==> src/rtl/microseq_pkg.sv <==
// Shared microcode field layout, sequencing encodings and fixed vectors for microseq.
package microseq_pkg;

  typedef enum logic [2:0] {
    SEQ_FETCH  = 3'b000,
    SEQ_NEXT   = 3'b001,
    SEQ_FINISH = 3'b010,
    SEQ_SAVE   = 3'b011,
    SEQ_CALL   = 3'b100,
    SEQ_RET    = 3'b101
  } seq_e;

  // Control word field positions
  localparam int unsigned SEQ_LSB  = 0;
  localparam int unsigned SEQ_W    = 3;
  localparam int unsigned WE_BIT   = 3;
  localparam int unsigned LDM_BIT  = 4;
  localparam int unsigned FIN_LSB  = 5;
  localparam int unsigned NEXT_LSB = 16;

  localparam int unsigned FIN_PREFIX = 2;
  localparam int unsigned VEC_BASE   = 'h1F0;
  localparam int unsigned VEC_STRIDE = 4;
  localparam int unsigned RESET_VEC  = 'h1FC;

endpackage

==> src/rtl/int_prio.sv <==
// NMI edge latch plus fixed-priority selection across NMI and level IRQs.
module int_prio
  import microseq_pkg::*;
#(
  parameter int unsigned NINT = 2,
  parameter int unsigned CHW  = 1
) (
  input  logic            clk,
  input  logic            reset,
  input  logic [NINT-1:0] int_req,
  input  logic            iflag,
  input  logic            take,
  output logic            valid_c,
  output logic [CHW-1:0]  ch_c,
  output logic [NINT-1:0] ack_c
);

  logic            nmi_q, nmi_d;
  logic            nmi_prev_q, nmi_prev_d;
  logic [NINT-1:0] pend;

  always_comb begin
    pend    = '0;
    valid_c = 1'b0;
    ch_c    = '0;
    ack_c   = '0;
    pend[0] = nmi_q;
    for (int k = 1; k < int'(NINT); k++) begin
      pend[k] = int_req[k] & ~iflag;
    end
    // Scan downward so the lowest pending index wins
    for (int k = int'(NINT) - 1; k >= 0; k--) begin
      if (pend[k]) begin
        valid_c = 1'b1;
        ch_c    = CHW'(k);
      end
    end
    if (valid_c) begin
      ack_c[ch_c] = 1'b1;
    end
    // A fresh edge in the take cycle keeps the latch set
    nmi_d      = (nmi_q & ~(take & nmi_q)) | (int_req[0] & ~nmi_prev_q);
    nmi_prev_d = int_req[0];
    if (reset) begin
      nmi_d = 1'b0;
    end
  end

  always_ff @(posedge clk) begin
    nmi_q      <= nmi_d;
    nmi_prev_q <= nmi_prev_d;
  end

endmodule

==> src/rtl/microseq.sv <==
// Microcode sequencer: next-address selection for a synchronous microcode ROM with interrupts.
module microseq
  import microseq_pkg::*;
#(
  parameter int unsigned CW    = 32,
  parameter int unsigned AW    = 9,
  parameter int unsigned FW    = 5,
  parameter int unsigned NINT  = 2,
  parameter int unsigned DBANK = 1
) (
  input  logic            clk,
  input  logic            reset,
  input  logic            rdy,
  input  logic [7:0]      db,
  input  logic            dflag,
  input  logic            iflag,
  input  logic [NINT-1:0] int_req,
  output logic [AW-1:0]   uaddr,
  input  logic [CW-1:0]   udata,
  output logic [CW-1:0]   ctrl,
  output logic            sync,
  output logic            we,
  output logic            ld_m,
  output logic [NINT-1:0] int_ack
);

  localparam int unsigned CHW = (NINT > 1) ? $clog2(NINT) : 1;
  localparam int unsigned NW  = AW - 2;
  localparam int unsigned PW  = AW - 2 - FW;

  logic [AW-1:0]   addr_q, addr_d;
  logic [AW-1:0]   link_q, link_d;
  logic [FW-1:0]   fin_q, fin_d;
  logic            we_q, we_d;

  seq_e            seq;
  logic [NW-1:0]   next_f;
  logic [FW-1:0]   fin_f;
  logic            bank;
  logic            take;
  logic            valid_c;
  logic [CHW-1:0]  ch_c;
  logic [NINT-1:0] ack_c;

  int_prio #(
    .NINT (NINT),
    .CHW  (CHW)
  ) u_int_prio (
    .clk     (clk),
    .reset   (reset),
    .int_req (int_req),
    .iflag   (iflag),
    .take    (take),
    .valid_c (valid_c),
    .ch_c    (ch_c),
    .ack_c   (ack_c)
  );

  always_comb begin
    seq     = seq_e'(udata[SEQ_LSB +: SEQ_W]);
    next_f  = NW'(udata >> NEXT_LSB);
    fin_f   = FW'(udata >> FIN_LSB);
    bank    = (DBANK == 1) ? dflag : 1'b0;
    sync    = ~reset & (seq == SEQ_FETCH);
    take    = sync & rdy;
    int_ack = take ? ack_c : '0;
    ld_m    = udata[LDM_BIT] & rdy;
    ctrl    = udata;
    we      = we_q;

    // Stalled: re-present the held address so the ROM output stays put
    uaddr  = addr_q;
    link_d = link_q;
    fin_d  = fin_q;
    we_d   = we_q;

    if (reset) begin
      uaddr  = AW'(RESET_VEC);
      link_d = AW'(RESET_VEC);
      fin_d  = '0;
      we_d   = 1'b0;
    end else if (rdy) begin
      we_d = udata[WE_BIT];
      case (seq)
        SEQ_FETCH: begin
          if (valid_c) begin
            uaddr = AW'(VEC_BASE + VEC_STRIDE * 32'(ch_c));
          end else begin
            uaddr = AW'(db);
          end
        end
        SEQ_FINISH: uaddr = {1'b1, bank, PW'(FIN_PREFIX), fin_q};
        SEQ_SAVE: begin
          uaddr = {1'b1, bank, next_f};
          fin_d = fin_f;
        end
        SEQ_CALL: begin
          uaddr  = {1'b1, bank, next_f};
          link_d = addr_q + AW'(1);
        end
        SEQ_RET: uaddr = link_q;
        default: uaddr = {1'b1, bank, next_f};
      endcase
    end
    addr_d = uaddr;
  end

  always_ff @(posedge clk) begin
    addr_q <= addr_d;
    link_q <= link_d;
    fin_q  <= fin_d;
    we_q   <= we_d;
  end

endmodule

==> config.mk <==
export PLATFORM = sky130hd
export DESIGN_NAME = microseq
export DESIGN_NICKNAME = d
export VERILOG_FILES = /design/src/rtl/microseq_pkg.sv /design/src/rtl/int_prio.sv /design/src/rtl/microseq.sv
export SDC_FILE = /design/constraint.sdc
export NUM_CORES = 1
export LEC_CHECK = 0
export CORE_MARGIN = 2
export CORE_UTILIZATION = 35
export DETAILED_ROUTE_END_ITERATION = 10
export GPL_ROUTABILITY_DRIVEN = 0
export GPL_TIMING_DRIVEN = 1
export PLACE_DENSITY = 0.77
export SLEW_MARGIN = 20
export SYNTH_ARGS = -nofsm -noshare
export SYNTH_HDL_FRONTEND = slang
export SYNTH_HIERARCHICAL = 1
export SYNTH_SLANG_ARGS = --single-unit
==> constraint.sdc <==
create_clock -name clk -period 2.3 [get_ports clk]
set_input_delay 0.69 -clock clk [delete_from_list [all_inputs] [get_ports clk]]
set_output_delay 0.69 -clock clk [all_outputs]
set_load 0.005 [all_outputs]
==> run_results.csv, run 1 <==
group,metric,value,unit
synthesis,synth_cell_types,46,
global_route,grt_overflow,0,
critical_path,crit_slowest_cell,"o21a_1",
cells_and_area,syn2layout_area_growth,51.5,%
routing,first_pass_iters,6,
timing,setup_viol,11,
global_route,antenna_found_initial,0,
routing,drc,0,
pwr,p_leak,1.09,nW
timing,setup_tns,-1.79,ns
cells_and_area,nFillCells,431,
routing,wl,4870,µm
critical_path,crit_type,"in2out",
synthesis,post-synth-top-count-cell,"buf_4",
clock_network,hold_buffers,0,
timing,rsz0062_at_grt,"true",
synthesis,seq_area_frac_synth,31.2,%
outcome,status,"finished, violations left",
timing,fin_crit,2.59,ns
timing,period_share,113,%
critical_path,cp_top_family,"compound AO/OA/AOI/OAI gates",
clock_network,tritoncts,"built",
floorplan,die-height,73.1,µm
floorplan,num_io_pins,93,
pwr,peakVddDrop,0.000264,V
timing,setup_slack,-0.291,ns
synthesis,netlist.area_leader.share,31.2,%
routing,wl_per_cell,15.1,µm
synthesis,synthesis.area,1670,µm²
synthesis,ys_top_cells_by_count,"34 x buf_4, 26 x dfxtp_1, 22 x nor2_1",
synthesis,syn_inst,206,
synthesis,synth_top_area_cell,"dfxtp_1",
pwr,powerDensity,430,nW/µm²
critical_path,worst-path-buf-inv,4,
routing,num_vias,1658,
clock_network,numCtsBuffers,3,
placed_design,dp_hpwl,3400,µm
critical_path,start_kind,"input pin",
floorplan,core_area,4660,µm²
cells_and_area,multi_input_area,947,µm²
timing,maxSlewHeadroom,75.6,%
timing,hold_violations,0,
pwr,power_frac_comb,31.1,%
timing,hold_ws,0.508,ns
routing,via_per_inst,5.15,
synthesis,synth_edf_count,0,
floorplan,dieWidth,73.1,µm
placed_design,io_buffers,62,
pwr,switchingPower,0.303,mW
global_route,first_global_vias,1659,
min_path,hold_class,"reg2reg",
floorplan,initial_core_util,35.8,%
routing,ant_nets,0,
global_route,grt_pass1_wl,7490,µm
clock_network,clk_path_buf_depth,2,
floorplan,num_rows,25,
critical_path,critPathCaptureType,"output pin",
synthesis,synthArstFlopShare,0,%
global_route,grt_max_degree,14,
cells_and_area,final_nets,318,
cells_and_area,regArea,520,µm²
pwr,internal_power,0.784,mW
pwr,power.share.clock,23.9,%
synthesis,postSynthAreaPerCell,8.11,µm²
outcome,violations,"setup timing",
synthesis,ys_warn_count,6,
job,max_cap_violations,0,
cells_and_area,drive_gt1_share,34.7,%
clock_network,cts.reportedPaths.clkPinSlew,0.09,ns
critical_path,required,1.61,ns
critical_path,cp_max_fo,4,
critical_path,path_cells,"buf_6 -> nand2b_4 -> nand2b_4 -> buf_6 -> buf_6 -> nor2_2 -> o21a_1 -> o21a_1 -> o21ai_2 -> buf_2",
clock_network,cts-root-buf,"clkbuf_8",
synthesis,synthFlopType,"dfxtp_1",
synthesis,ys_ff_latch,26,
synthesis,syn_nets,254,
critical_path,cp_common_cell,"buf_6",
timing,fin_skew,0.00325,ns
synthesis,synth.area.top_cells,"dfxtp_1 31%, buf_4 15%, nor2_1 4.9%",
pwr,switching_share,27.9,%
critical_path,slowest_delay,0.18,ns
timing,drv_slew,0,
routing,drt_iter0_markers,104,
pwr,sequentialPowerShare,45.0,%
clock_network,htree_levels,1,
clock_network,cts_sinks,26,
critical_path,critPathArrivalTime,1.90,ns
clock_network,clk_latency,0.27,ns
timing,max_clock_freq,386,MHz
cells_and_area,diodes,0,
timing,worst_slew_pin_slew,0.364,ns
global_route,grt_usage,18.0,%
floorplan,dieArea,5340,µm²
==> state kept, by name, summed over array words and instances (netlist names) <==
register and count:
addr_q 9, we 1, fin_q 5, u_int_prio/nmi_prev_q 1
link_q 9, u_int_prio/nmi_q 1
==> tightest hold or removal path, stage by stage (launching register included) <==
cell and delay (ns):
dfxtp_1 0.34, mux2i_1 0.07, nor2_1 0.07
==> placed cells by master, fill, tap and decap left out, types with 4 or more instances in the layout <==
| master | netlist | final |
|---|---|---|
| buf_6 | 3 | 13 |
| inv_1 | 4 | 4 |
| dlygate4sd2_1 | 0 | 18 |
| buf_4 | 34 | 33 |
| nand2b_1 | 5 | 4 |
| buf_2 | 3 | 11 |
| o21ai_1 | 6 | 6 |
| nand3_1 | 6 | 6 |
| nor3_1 | 6 | 5 |
| clkdlybuf4s50_1 | 0 | 26 |
| mux2i_1 | 8 | 7 |
| dfxtp_1 | 26 | 26 |
| nor2_1 | 22 | 18 |
| o21ai_0 | 9 | 6 |
| o21a_1 | 4 | 4 |
| a21oi_1 | 13 | 12 |
==> layout make-up <==
type	instances	area share (%)
inverter	4	0.593
multi-input combinational	129	37.4
tap	54	2.67
timing repair buffer	106	37.1
sequential	26	20.6
clock buffer	3	1.63
==> power groups by stage <==
stage	clock, mW	sequential, mW	combinational, mW
2_1_floorplan	0	0.493	0.165
3_3_place_gp	0	0.497	0.284
3_5_place_dp	0	0.498	0.288
4_1_cts	0.268	0.488	0.308
5_1_grt	0.282	0.492	0.365
6_report	0.259	0.489	0.338
==> through the flow <==
stage | cells | worst slack (ns) | instance area, µm² | power, mW | utilization [%]
final | 322 | -0.291 | 2530 | 1.09 | 54.3
after global routing | 322 | -0.341 | 2530 | 1.14 | 54.3
after CTS | 317 | -0.365 | 2420 | 1.06 | 52.0
after detailed placement | 302 | -1.12 | 2260 | 0.786 | 48.5
after global placement | 302 | -1.10 | 2260 | 0.781 | 48.5
after floorplan | 206 | -0.0779 | 1700 | 0.659 | -
==> per-layer routing <==
layer / wire, µm / share of wire, % / up-vias / global-route usage [%]
met5: 0 / 0 / - / 0
met4: 95 / 2.0 / 0 / 6.38
met3: 339 / 7.0 / 12 / 3.59
met2: 2500 / 51 / 76 / 32.4
met1: 1930 / 40 / 759 / 21.0
li1: - / - / 811 / -
==> final timing paths <==
check                                           start                endpoint  slack [ns]  depth (start not counted)
worst max-delay path                            iflag                uaddr[7]       -0.29                         10
worst min-delay path            fin_q[1]$_SDFFE_PP0P_   fin_q[1]$_SDFFE_PP0P_        0.51                          2
worst max register to register      addr_q[0]$_DFF_P_  link_q[8]$_SDFFE_PP1P_        0.68                          5
worst min register to register  fin_q[1]$_SDFFE_PP0P_   fin_q[1]$_SDFFE_PP0P_        0.51                          2
==> timing repair <==
item / in CTS / in global routing
pin swaps: 25 / 19
buffers inserted: 12 / 6
setup endpoints to repair: 30 / 11
gates resized for setup: 118 / 19
==> kinds of logic (layout without fill, tap and decap cells) <==
group,Yosys count,after routing,synth area share [%]
flops,26,26,31.2
mux,8,8,4.79
simple gates,64,64,20.8
buf+inv,51,113,20.7
xor+xnor,3,3,1.57
compound gates,53,53,20.2
fa+ha+maj,1,1,0.749
No activity file was read; power rests on OpenSTA's default activity.
==> inputs of run 2 (changes only) <==
PLACE_DENSITY = 0.82   (was 0.77)
SETUP_SLACK_MARGIN = 0.05   (was default)
==> run 2 against run 1 <==
Net effect:
- the flow still finishes with violations (setup timing)
- sequential cell count did not move
- largest power group unchanged
- register-to-register slack barely moved
- first-iteration DRC count fell by 13%
- largest cell class is now non-clock buffers
- critical path depth fell by 2
- count of clock-buffer cells in the layout did not move
- critical endpoint is now uaddr[0]
==> run_results.csv, run 2 (synthesis gave the netlist of run 1 again) <==
group,metric,value,unit
outcome,status,"finished, violations left",
outcome,violations,"setup timing",
floorplan,num_io_pins,93,
critical_path,critPathArrivalTime,1.98,ns
critical_path,r2r-end,"link_q[8]$_SDFFE_PP1P_",
critical_path,slowest_delay,0.30,ns
pwr,powerDensity,475,nW/µm²
min_path,min_path_cells,2,
cells_and_area,multi_input_area,940,µm²
timing,max_clock_freq,375,MHz
routing,num_vias,1702,
min_path,hold_class,"reg2reg",
clock_network,htree_levels,1,
critical_path,path_cells,"buf_12 -> buf_6 -> nor4_4 -> buf_4 -> a21oi_2 -> o21a_1 -> nor4_2 -> buf_2",
placed_design,dp_slack,-1.16,ns
cells_and_area,diodes,0,
pwr,totalPowerFinal,1.22,mW
critical_path,r2r_cells,5,
min_path,holdPathEnd,"u_int_prio/nmi_q$_SDFF_PP0_",
timing,setup_viol,11,
pwr,peakVddDrop,0.000463,V
clock_network,clk_latency,0.28,ns
global_route,grt_pass1_wl,7860,µm
cells_and_area,syn2layout_area_growth,53.3,%
pwr,p_leak,1.11,nW
cells_and_area,final_cell_area,2560,µm²
timing,drv_slew,0,
timing,fin_skew,0.00916,ns
placed_design,place_area,2240,µm²
min_path,hold_start,"u_int_prio/nmi_prev_q$_DFF_P_",
floorplan,core_area,4660,µm²
global_route,first_global_vias,1673,
routing,drc,0,
floorplan,die-height,73.1,µm
critical_path,required,1.61,ns
timing,setup_slack,-0.366,ns
timing,worst_slew_pin_slew,0.372,ns
routing,via_per_inst,5.25,
cells_and_area,instances_no_fill,324,
clock_network,cts.reportedPaths.clkPinSlew,0.09,ns
cells_and_area,final_nets,319,
critical_path,worst-path-buf-inv,4,
floorplan,initial_core_util,35.8,%
clock_network,numCtsBuffers,3,
timing,fin_crit,2.67,ns
global_route,antenna_found_initial,0,
clock_network,tritoncts,"built",
timing,maxSlewHeadroom,75.1,%
cells_and_area,mostFrequentLayoutCell,"buf_4",
critical_path,cp_top_family,"buffers and inverters",
placed_design,dp.cells,299,
critical_path,reg2reg_from,"addr_q[0]$_DFF_P_",
critical_path,cp_max_fo,5,
clock_network,cts_sinks,26,
cells_and_area,nFillCells,400,
cells_and_area,final_cell_mix,"33 x buf_4, 28 x clkdlybuf4s50_1, 26 x dfxtp_1",
critical_path,critPathCaptureType,"output pin",
timing,hold_violations,0,
global_route,grt_overflow,0,
critical_path,start_kind,"input pin",
clock_network,cts-root-buf,"clkbuf_8",
cells_and_area,regArea,520,µm²
floorplan,num_rows,25,
placed_design,dp_hpwl,3270,µm
critical_path,crit_slowest_cell,"nor4_4",
routing,wl_per_cell,15.5,µm
floorplan,dieArea,5340,µm²
routing,wl,5010,µm
clock_network,clk_path_buf_depth,2,
critical_path,r2r_slack,0.68,ns
routing,drt_iter0_markers,91,
cells_and_area,drive_gt1_share,35.6,%
floorplan,dieWidth,73.1,µm
routing,first_pass_iters,4,
job,max_cap_violations,0,
cells_and_area,top_regs,"addr_q x9, link_q x9, fin_q x5",
placed_design,io_buffers,62,
routing,ant_nets,0,
timing,period_share,116,%
global_route,grt_max_degree,16,
critical_path,crit_type,"in2out",
global_route,grt_usage,18.8,%
critical_path,cp-startpoint,"udata[2]",
timing,rsz0062_at_grt,"true",
## run 2: changes by cell type in the layout (fill, tap and decap cells not counted), sizes merged
cell / previous run / this run
clkdlybuf4s15: 1 / 0
bufinv: 0 / 1
clkbuf: 4 / 7
dlygate4sd2: 18 / 16
clkdlybuf4s50: 26 / 28
buf: 60 / 59
## run 2: worst max path at each step
stage,depth (start not counted),end
after detailed placement,6,uaddr[0]
after CTS,9,uaddr[0]
final,8,uaddr[0]
after global placement,6,uaddr[1]
after global routing,8,uaddr[0]
after floorplan,6,uaddr[6]
## run 2: metal layers
metal	wire length, µm	track usage (%)	part of all wire (%)	vias up
li1	-	-	-	816
met1	1920	21.5	38	797
met2	2640	34.4	53	72
met3	325	4.28	6.5	17
met4	123	5.56	2.5	0
met5	0	0	0	-
## run 2: through the flow
stage	hold WS, ns	TNS [ns]	util [%]
6_report	0.498	-2.62	55.0
4_1_cts	0.498	-3.08	54.4
3_3_place_gp	0.475	-15.82	48.0
5_1_grt	0.507	-3.27	55.0
2_1_floorplan	0.462	-0.268	-
3_5_place_dp	0.489	-16.75	48.0
## run 2: final cells by class
| cell class | instances | share of cell area, % |
|---|---|---|
| tap | 54 | 2.64 |
| sequential | 26 | 20.3 |
| clock buffer | 3 | 1.61 |
| clock inverter | 1 | 1.17 |
| timing repair buffer | 107 | 37.0 |
| inverter | 4 | 0.586 |
| multi-input combinational | 129 | 36.7 |
## run 2: what timing repair did
action,in CTS,in global routing
hold endpoints to repair,0,0
resized for setup,114,17
endpoints found under the setup margin,30,14
pin swaps,21,16
setup buffers,20,2
hold buffers,0,0
## run 2: tightest hold or removal path, delay by kind of cell, from the launching register on
family	cells	cell delay (ns)
flops	1	0.31
compound gates	1	0.05
simple gates	1	0.11
## run 2: where the power goes
part           switching, mW  total (mW)  internal (mW)
logic                  0.143       0.339          0.196
registers             0.0184       0.488          0.470
clock network          0.155       0.388          0.233
==> inputs of run 3 (changes only) <==
CTS_CLUSTER_SIZE = 40   (was default)
clock period = 2.2 ns   (was 2.3 ns; I/O delays follow)
==> run 3 against run 2 <==
Net effect:
- the run still ends with setup timing left
- sequential share of layout area fell by 0.069 points
- power fell by 6.0%
- critical path type unchanged
- via count fell by 0.35%
- largest power group unchanged
- worst hold slack got worse by 0.00061 ns
- sequential cell count did not move
- sequential power rose by 4.7%
- design area rose by 0.34%
- register-to-register slack got worse by 0.03 ns
==> run_results.csv, run 3 (synthesis gave the netlist of run 1 again) <==
group,metric,value,unit
outcome,status,"finished, violations left",
outcome,violations,"setup timing",
min_path,hold_class,"reg2reg",
cells_and_area,syn2layout_area_growth,53.9,%
timing,fin_crit,2.51,ns
timing,setup_slack,-0.307,ns
pwr,switchingPower,0.326,mW
routing,highest_layer,"met4",
clock_network,cts.reportedPaths.clkPinSlew,0.09,ns
global_route,antenna_found_initial,0,
pwr,peakVddDrop,0.000435,V
routing,via_per_inst,5.30,
pwr,internal_power,0.817,mW
floorplan,core_area,4660,µm²
critical_path,start_kind,"input pin",
timing,worst_slew_pin_slew,0.302,ns
timing,rsz0062_at_grt,"true",
critical_path,critPathArrivalTime,1.85,ns
floorplan,num_io_pins,93,
timing,drv_slew,0,
critical_path,critPathCaptureType,"output pin",
timing,hold_violations,0,
timing,period_share,114,%
pwr,switching_share,28.5,%
cells_and_area,diodes,0,
routing,wl_per_cell,16.1,µm
critical_path,cp_max_fo,2,
timing,hold_ws,0.498,ns
pwr,powerDensity,445,nW/µm²
cells_and_area,multi_input_area,971,µm²
timing,maxSlewHeadroom,79.9,%
global_route,grt_usage,19.1,%
pwr,p_leak,1.13,nW
critical_path,crit_type,"in2out",
floorplan,dieArea,5340,µm²
cells_and_area,regArea,520,µm²
pwr,power_frac_comb,30.9,%
routing,drt_iter0_markers,52,
job,max_cap_violations,0,
clock_network,clk_path_buf_depth,2,
clock_network,tritoncts,"built",
routing,wl_met2,2660,µm
routing,ant_nets,0,
critical_path,required,1.54,ns
timing,max_clock_freq,399,MHz
pwr,totalPowerFinal,1.14,mW
clock_network,numCtsBuffers,3,
cells_and_area,final_cell_area,2570,µm²
cells_and_area,top_regs,"addr_q x9, link_q x9, fin_q x5",
placed_design,place_area,2260,µm²
cells_and_area,fin_util,55.1,%
timing,fin_skew,0.00171,ns
pwr,power.share.clock,24.4,%
routing,wl,5170,µm
clock_network,clk_latency,0.27,ns
clock_network,cts_sinks,26,
cells_and_area,final_cell_mix,"34 x buf_4, 26 x dfxtp_1, 26 x clkdlybuf4s50_1",
cells_and_area,final_nets,316,
placed_design,dp_hpwl,3300,µm
cells_and_area,nFillCells,420,
routing,num_vias,1696,
routing,m1WireLength,2040,µm
global_route,grt_overflow,0,
floorplan,dieWidth,73.1,µm
placed_design,io_buffers,62,
routing,first_pass_iters,4,
routing,drc,0,
clock_network,cts-root-buf,"clkbuf_8",
global_route,grt_max_degree,15,
floorplan,num_rows,25,
pwr,sequentialPowerShare,44.7,%
timing,setup_viol,10,
routing,wl_met3,347,µm
cells_and_area,mostFrequentLayoutCell,"buf_4",
floorplan,die-height,73.1,µm
global_route,first_global_vias,1688,
clock_network,htree_levels,1,
cells_and_area,drive_gt1_share,36.1,%
floorplan,initial_core_util,35.8,%
global_route,grt_pass1_wl,7940,µm
==> run 3: per-stage QoR <==
| step | TNS (ns) | instances | setup WS [ns] |
|---|---|---|---|
| after floorplan | -0.491 | 206 | -0.118 |
| after global placement | -18.36 | 302 | -1.15 |
| after detailed placement | -18.96 | 302 | -1.17 |
| after CTS | -3.07 | 317 | -0.446 |
| after global routing | -2.36 | 320 | -0.377 |
| final | -1.84 | 320 | -0.307 |
==> run 3: cell type report <==
class                   count  area share, %
multi-input cells         130           37.8
clock buffers               3           1.61
repair buffers            103           37.1
flip-flops and latches     26           20.3
well taps                  54           2.63
inverters                   4          0.584
==> run 3: final timing paths <==
check | endpoint | start | depth (start not counted) | slack, ns
worst max-delay path | uaddr[0] | iflag | 9 | -0.31
worst min-delay path | u_int_prio/nmi_q$_SDFF_PP0_ | u_int_prio/nmi_prev_q$_DFF_P_ | 2 | 0.50
worst max register to register | link_q[8]$_SDFFE_PP1P_ | addr_q[0]$_DFF_P_ | 5 | 0.65
worst min register to register | u_int_prio/nmi_q$_SDFF_PP0_ | u_int_prio/nmi_prev_q$_DFF_P_ | 2 | 0.50
==> run 3: worst max-delay path: stages <==
cell and delay [ns]:
buf_6 0.06, nand2b_4 0.12, nand2b_4 0.08, nor4_4 0.18, buf_4 0.18, a21oi_4 0.05
o21a_1 0.12, nor4_2 0.23, buf_2 0.16
==> run 3: timing repair <==
| item | 4_1_cts | 5_1_grt |
|---|---|---|
| setup endpoints to repair | 34 | 13 |
| gates cloned | 2 | 1 |
| pin swaps | 16 | 17 |
| resized for setup | 101 | 35 |
| setup buffers | 11 | 3 |
| hold buffers | 0 | 0 |
==> run 3: power groups by stage <==
stage               Clock, mW  Combinational [mW]  Sequential, mW
global placement            0               0.298           0.520
floorplan                   0               0.174           0.516
detailed placement          0               0.301           0.521
global route            0.301               0.378           0.514
CTS                     0.276               0.325           0.510
finish                  0.279               0.353           0.511
==> run 3: layer usage <==
layer | GRT usage (%) | up-vias
met2 | 33.4 | 81
li1 | - | 803
met3 | 4.42 | 16
met5 | 0 | -
met1 | 22.6 | 796
met4 | 6.79 | 0
